### src/rtl/reg_context_switcher.sv
// Save/restore engine that streams x1..x31 between reg_file and a per-context store.
// Optional CTX_CHECKSUM_EN: per-context XOR checksum verified on restore.
module reg_context_switcher #(
  parameter int NUM_CTX = 4,
  parameter int CTX_W   = 2
) (
  input  logic             CLK,
  input  logic             RESET,
  input  logic             START_SAVE,
  input  logic             START_RESTORE,
  input  logic [CTX_W-1:0] SAVE_CTX,
  input  logic [CTX_W-1:0] LOAD_CTX,
  output logic             BUSY,
  output logic             STALL,
  output logic             DONE,
  output logic             ERR,
  output logic [4:0]       RF_OUTADDR,
  input  logic [31:0]      RF_OUTDATA,
  output logic [4:0]       RF_INADDR,
  output logic [31:0]      RF_INDATA,
  output logic             RF_WRITE
);

  typedef enum logic [1:0] {S_IDLE, S_SAVE, S_RESTORE, S_FIN} state_t;

  localparam logic [CTX_W:0] LP_NUM_CTX = (CTX_W+1)'(NUM_CTX);

  state_t             r_state, w_next;
  logic [4:0]         r_idx;
  logic [CTX_W-1:0]   r_save_ctx, r_load_ctx;
  logic               r_swap, r_err;
  logic [31:0]        r_store [NUM_CTX][32];

  logic               w_save_bad, w_load_bad, w_start, w_reject, w_last;
  logic [31:0]        w_rd_word;

  assign w_save_bad = {1'b0, SAVE_CTX} >= LP_NUM_CTX;
  assign w_load_bad = {1'b0, LOAD_CTX} >= LP_NUM_CTX;
  assign w_start    = START_SAVE | START_RESTORE;
  assign w_reject   = (START_SAVE & w_save_bad) | (START_RESTORE & w_load_bad);
  assign w_last     = (r_idx == 5'd31);
  assign w_rd_word  = r_store[r_load_ctx][r_idx];

  always_ff @(posedge CLK) begin
    if (RESET) r_state <= S_IDLE;
    else       r_state <= w_next;
  end

  always_comb begin
    w_next     = r_state;
    BUSY       = 1'b0;
    DONE       = 1'b0;
    ERR        = 1'b0;
    RF_OUTADDR = '0;
    RF_INADDR  = '0;
    RF_INDATA  = '0;
    RF_WRITE   = 1'b0;
    case (r_state)
      S_IDLE: begin
        if (w_start) begin
          if (w_reject)        w_next = S_FIN;
          else if (START_SAVE) w_next = S_SAVE;
          else                 w_next = S_RESTORE;
        end
      end
      S_SAVE: begin
        BUSY       = 1'b1;
        RF_OUTADDR = r_idx;
        if (w_last) w_next = r_swap ? S_RESTORE : S_FIN;
      end
      S_RESTORE: begin
        BUSY      = 1'b1;
        RF_WRITE  = 1'b1;
        RF_INADDR = r_idx;
        RF_INDATA = w_rd_word;
        if (w_last) w_next = S_FIN;
      end
      S_FIN: begin
        DONE   = 1'b1;
        ERR    = r_err;
        w_next = S_IDLE;
      end
      default: w_next = S_IDLE;
    endcase
  end

  assign STALL = BUSY;

  // Context store is deliberately not reset so contexts survive a RESET.
  always_ff @(posedge CLK) begin
    if (!RESET && r_state == S_SAVE) r_store[r_save_ctx][r_idx] <= RF_OUTDATA;
  end

`ifdef CTX_CHECKSUM_EN
  logic [31:0] r_acc;
  logic [31:0] r_chk [NUM_CTX];
  logic [31:0] w_acc_next;

  assign w_acc_next = r_acc ^ ((r_state == S_SAVE) ? RF_OUTDATA : w_rd_word);
`endif

  always_ff @(posedge CLK) begin
    if (RESET) begin
      r_idx      <= 5'd1;
      r_save_ctx <= '0;
      r_load_ctx <= '0;
      r_swap     <= 1'b0;
      r_err      <= 1'b0;
`ifdef CTX_CHECKSUM_EN
      r_acc      <= '0;
      for (int unsigned i = 0; i < NUM_CTX; i++) r_chk[i] <= '0;
`endif
    end else begin
      case (r_state)
        S_IDLE: begin
          if (w_start) begin
            r_save_ctx <= SAVE_CTX;
            r_load_ctx <= LOAD_CTX;
            r_swap     <= START_SAVE & START_RESTORE;
            r_err      <= w_reject;
            r_idx      <= 5'd1;
`ifdef CTX_CHECKSUM_EN
            r_acc      <= '0;
`endif
          end
        end
        S_SAVE: begin
          r_idx <= w_last ? 5'd1 : r_idx + 5'd1;
`ifdef CTX_CHECKSUM_EN
          r_acc <= w_last ? '0 : w_acc_next;
          if (w_last) r_chk[r_save_ctx] <= w_acc_next;
`endif
        end
        S_RESTORE: begin
          r_idx <= w_last ? 5'd1 : r_idx + 5'd1;
`ifdef CTX_CHECKSUM_EN
          r_acc <= w_last ? '0 : w_acc_next;
          if (w_last && (w_acc_next != r_chk[r_load_ctx])) r_err <= 1'b1;
`endif
        end
        default: ;
      endcase
    end
  end

endmodule
### config.mk
export PLATFORM = sky130hd
export DESIGN_NAME = reg_context_switcher
export DESIGN_NICKNAME = d
export VERILOG_FILES = /design/src/rtl/reg_context_switcher.sv
export SDC_FILE = /design/constraint.sdc
export NUM_CORES = 2
export LEC_CHECK = 0
export CORE_ASPECT_RATIO = 1.25
export CORE_MARGIN = 2
export CORE_UTILIZATION = 38
export DETAILED_ROUTE_END_ITERATION = 10
export DONT_BUFFER_PORTS = 1
export SLEW_MARGIN = 20
export SYNTH_ARGS = -nofsm -noshare
export SYNTH_HDL_FRONTEND = slang
export SYNTH_SLANG_ARGS = --single-unit
### constraint.sdc
create_clock -name CLK -period 6.4 [get_ports CLK]
set_clock_uncertainty 0.15 [all_clocks]
set_input_delay 0.64 -clock CLK [delete_from_list [all_inputs] [get_ports CLK]]
set_output_delay 0.64 -clock CLK [all_outputs]
set_load 0.01 [all_outputs]
# Yosys cells after proc, flatten, opt, wreduce, memory -nomap -nowiden
# Memories as Yosys holds them, arrays and structs flattened. A register that Yosys moved wholly into a read port is not among the register bits.
# Index checks and enable logic that the tools add are counted.
# W data, S select, Z words.
# classes
eq_ne	7
bitwise	3
mux	24
n_lt_le_gt_ge	2
addsub	1
n_reduce_logical	9
# op_table
operator	count
$mux W1024	1
$bmux W32 S5	1
$demux W32 S5	1
$mux W32	4
$mux W5	4
$mux W2	6
$pmux W5 S2	1
$pmux W2 S4	1
$ge A6 B6 Y1 const B	1
$lt A6 B1 Y1 const B	1
$ne A2 B2 Y1 const B	3
$not A5 Y6	1
$add A5 B1 Y5 const B	1
$eq A5 B5 Y1 const B	1
$mux W1	5
$eq A2 B2 Y1 const B	2
$reduce_and A2 Y1	2
$reduce_and A3 Y1	1
$eq A2 B1 Y1 const B	1
$logic_and A1 B1 Y1	2
$logic_not A2 Y1	1
$reduce_bool A2 Y1	1
$reduce_or A2 Y1	1
$and A1 B1 Y1	1
2 further kinds	2
# totals
input_bits	40
wordCells	52
reg_bits	12
ramBits	4096
n_memories	1
# memory_table
memory	depth	width	rd	rd_ports_with_merged_regs	wr	line	rtl
r_store	4	1024	1	1	1	32	logic [31:0] r_store [NUM_CTX][32];

# Logic depth before layout (Yosys ltp)
# depth
ltp_word	6
depth_mapped	12
ltp_nobuf	7

# Least setup slack after synthesis
# Ideal clock, no wire load.
# synth_timing
kind	flip-flop to flip-flop
from	register r_state[1]
to	memory r_store[0][480] (netlist bit) (enable)
setup_ps	421
slack_ps	3224
path_stages_with_launch	7
n_path_buf	1
period_less_slack_ps	3176
arrival_ps	2605
cell_sequence	dfxtp_1 -> inv_1 -> ha_1 -> nor2b_1 -> nand2_1 -> buf_1 -> nor2_1
# synth_between
elab_chain_cells	4
# synth_lines
element	line	rtl
start: declaration	28	state_t r_state, w_next;
start signal: assignment	46	else r_state <= w_next;
$eq A2 B1 Y1	91	if (!RESET && r_state == S_SAVE) r_store[r_save_ctx][r_idx] <= RF_OUTDATA;
$logic_and A1 B1 Y1	91	
$mux W1	91	
$mux W1024 (not written as such)	91	
end: declaration	32	
# No other way between the ends.

==> reports/summary.txt <==
Status: finished with violations
Violated checks: negative hold slack
Post-synth EDFFs: 4096
Top post-synthesis cells by area: edfxtp_1 77%, mux2i_1 11%, a22oi_1 3.5%
Crit start category: flip-flop
Number of vias per cell: 5.71
Die area: 423000 sq um
Yosys cell types: 46
PortBufs: 0
Overall Global Routing Usage: 21.3%
TNS Setup: 0 ns
Grt ovf: 0
Final core utilization: 43.4%
Tcrit/Tclk final: 95.9%
Final min period: 6.14 ns
Most common cell after layout, fill and taps aside: edfxtp_1
Element type at the critical path end: output port
RSZ-0062 raised after global routing: no
Gpl congestion: 0.843
First-pass iteration count of the detailed router: 6
Final net count: 8808
Initial Util: 38.1%
Most used DFF post-synth: edfxtp_1
Via count: 83100
Drt drc: 0
Num CTS Buffers: 382
Max IR drop VDD: 0.000241 V
Worst EP arrival: 5.35 ns
Area leader, netlist: edfxtp_1
Ports: 87
Fmax: 163 MHz
CTS clk-pin slew, worst paths: 0.06 ns
DRT iter0 DRCs: 11400
Max Root-Sink Buffers: 4
Critical path type: reg -> out
Clock root buffer: clkbuf_16
Vias in the first global route: 81300
Tightest hold margin: -0.0185 ns
Final Slew Violations: 0
Htree depth: 5
Final setup fails: 0
Seq/Total Area, Yosys: 77.7%
Share of cells above drive strength 1: 13.2%
Mapped Cells: 8535
Share of the synthesized area in the top cell type: 77.5%
FP Rows: 265
Placed inst area: 167000 sq um
Clk_lat worst skew: 0.91 ns
Max-Cap Viols: 0
Worst path required time: 5.61 ns
Syn_nets: 8585
Die Ht: 727 microns
First-pass GRT wire length: 641 mm
P&R area growth vs syn: 13.9%
Wirelength per Cell: 31.9 microns
Pwr per Cell Area: 343 nW/um^2
TritonCTS clock tree: yes
Final Hold Viols: 5
Yosys warning total: 0
Core Region: 416000 sq um
Syn_area_per_cell: 18.6 sq um
Chip width: 582 microns
Async SR Flop Fraction: 0%
Final antenna-violating net count: 0
Total power: 0.0619 W
Worst-Margin Slew: 1.28 ns
Clk sink count: 4110
Fin area: 181000 sq um
Worst min-delay path class: in -> reg
Most frequent cells in the layout: 4096 x edfxtp_1, 1678 x mux2i_1, 737 x a22oi_1, 388 x clkbuf_16, 367 x nand3_1
WL final: 465 mm
Max transition margin: 14.6%
DP Wirelength: 265 mm
Mapped Area: 159000 sq um
Pin count of the biggest net entering global routing: 129
Cell leakage power: 55.0 nW
Seq cells post-synth: 4110
Crit Path Max Fanout: 100
Initial antenna violation count: 37
-- registers in the layout, summed over array words and instances (netlist names), named ones only --
name        flops
r_idx           5
r_save_ctx      2
r_store      4096
r_load_ctx      2
r_swap          1
r_state         2
-- synth_stat cells (all sizes together) (2+ instances only) --
cell type,count
edfxtp,4096
dfxtp,14
nand4,93
inv,5
nor2b,14
or4,3
ha,10
buf,311
nor2,150
o21ai,72
mux2i,1678
nand4b,2
a32oi,2
a21oi,193
nor3,4
clkbuf,199
o31a,31
or3,30
a22oi,737
nand2,297
nand3,368
mux4,187
and3,5
and2,19
-- what timing repair did --
item / CTS / global route
hold endpoints to repair: 4052 / 2
resized for setup: 0 / 0
setup buffers: 1 / 0
hold buffers: 44 / 2
endpoints found under the setup margin: 1 / 0
-- through the flow --
stage / setup slack, ns / std cells
2_1_floorplan: 3.22 / 8535
3_3_place_gp: 0.963 / 13800
3_5_place_dp: 0.951 / 13800
4_1_cts: 0.203 / 14500
5_1_grt: 0.175 / 14500
6_report: 0.264 / 14600
-- logic make-up (layout without fill, tap and decap cells) --
family                   count (synthesis)  after routing  synth area share, %
AND/OR/NAND/NOR                        993            993                 2.93
flip-flops                            4110           4110                 77.7
AO/OA/AOI/OAI                         1041           1041                 4.53
buffers and inverters                  515           1035                 1.52
adder cells (fa/ha/maj)                 10             10               0.0788
multiplexers                          1865           1865                 13.3
other                                    1             24              0.00236
-- final cells by class --
| cell class | instances | area (sq um) |
|---|---|---|
| clock buffers | 455 | 9960 |
| inverters | 5 | 18.8 |
| fillers | 35600 | 236000 |
| well taps | 5473 | 6850 |
| multi-input cells | 3910 | 34100 |
| repair buffers | 349 | 4200 |
| flip-flops and latches | 4110 | 123000 |
| clock inverters | 226 | 2300 |
| diodes | 23 | 57.6 |
-- layer usage --
layer | up-vias | track usage, % | wire [microns]
met2 | 3747 | 35.8 | 228000
li1 | 35000 | - | -
met5 | - | 0 | 28
met1 | 43600 | 27.1 | 178000
met3 | 717 | 3.45 | 35500
met4 | 6 | 9.66 | 22800
-- worst paths after layout --
check / startpoint / endpoint / slack [ns] / depth (start not counted)
max: flip-flop / RF_INDATA[8] / 0.26 / 8
max reg2reg: r_state[1]$_SDFFE_PP0P_ / r_store[3][122]$_DFFE_PP_ / 1.79 / 7
min reg2reg: r_swap$_SDFFE_PP0P_ / r_swap$_SDFFE_PP0P_ / 0.32 / 2
min: RF_OUTDATA[29] / r_store[0][445]$_DFFE_PP_ / -0.02 / 1
-- worst max-delay path, cell delays in order, from the launching register on --
cell and delay (ns):
dfxtp_4 0.84, buf_12 0.43, buf_4 0.53, buf_12 0.54, mux2i_1 0.27, a22oi_1 0.11
nand3_1 0.34, nand4_1 0.50, o31a_1 0.56
-- power breakdown --
| group | internal (W) | switching [W] |
|---|---|---|
| Combinational | 0.00306 | 0.00638 |
| Clock | 0.0129 | 0.00980 |
| Sequential | 0.0297 | 0.000118 |
| Total | 0.0456 | 0.0163 |
Note: power is estimated with default switching activity, not from simulation.
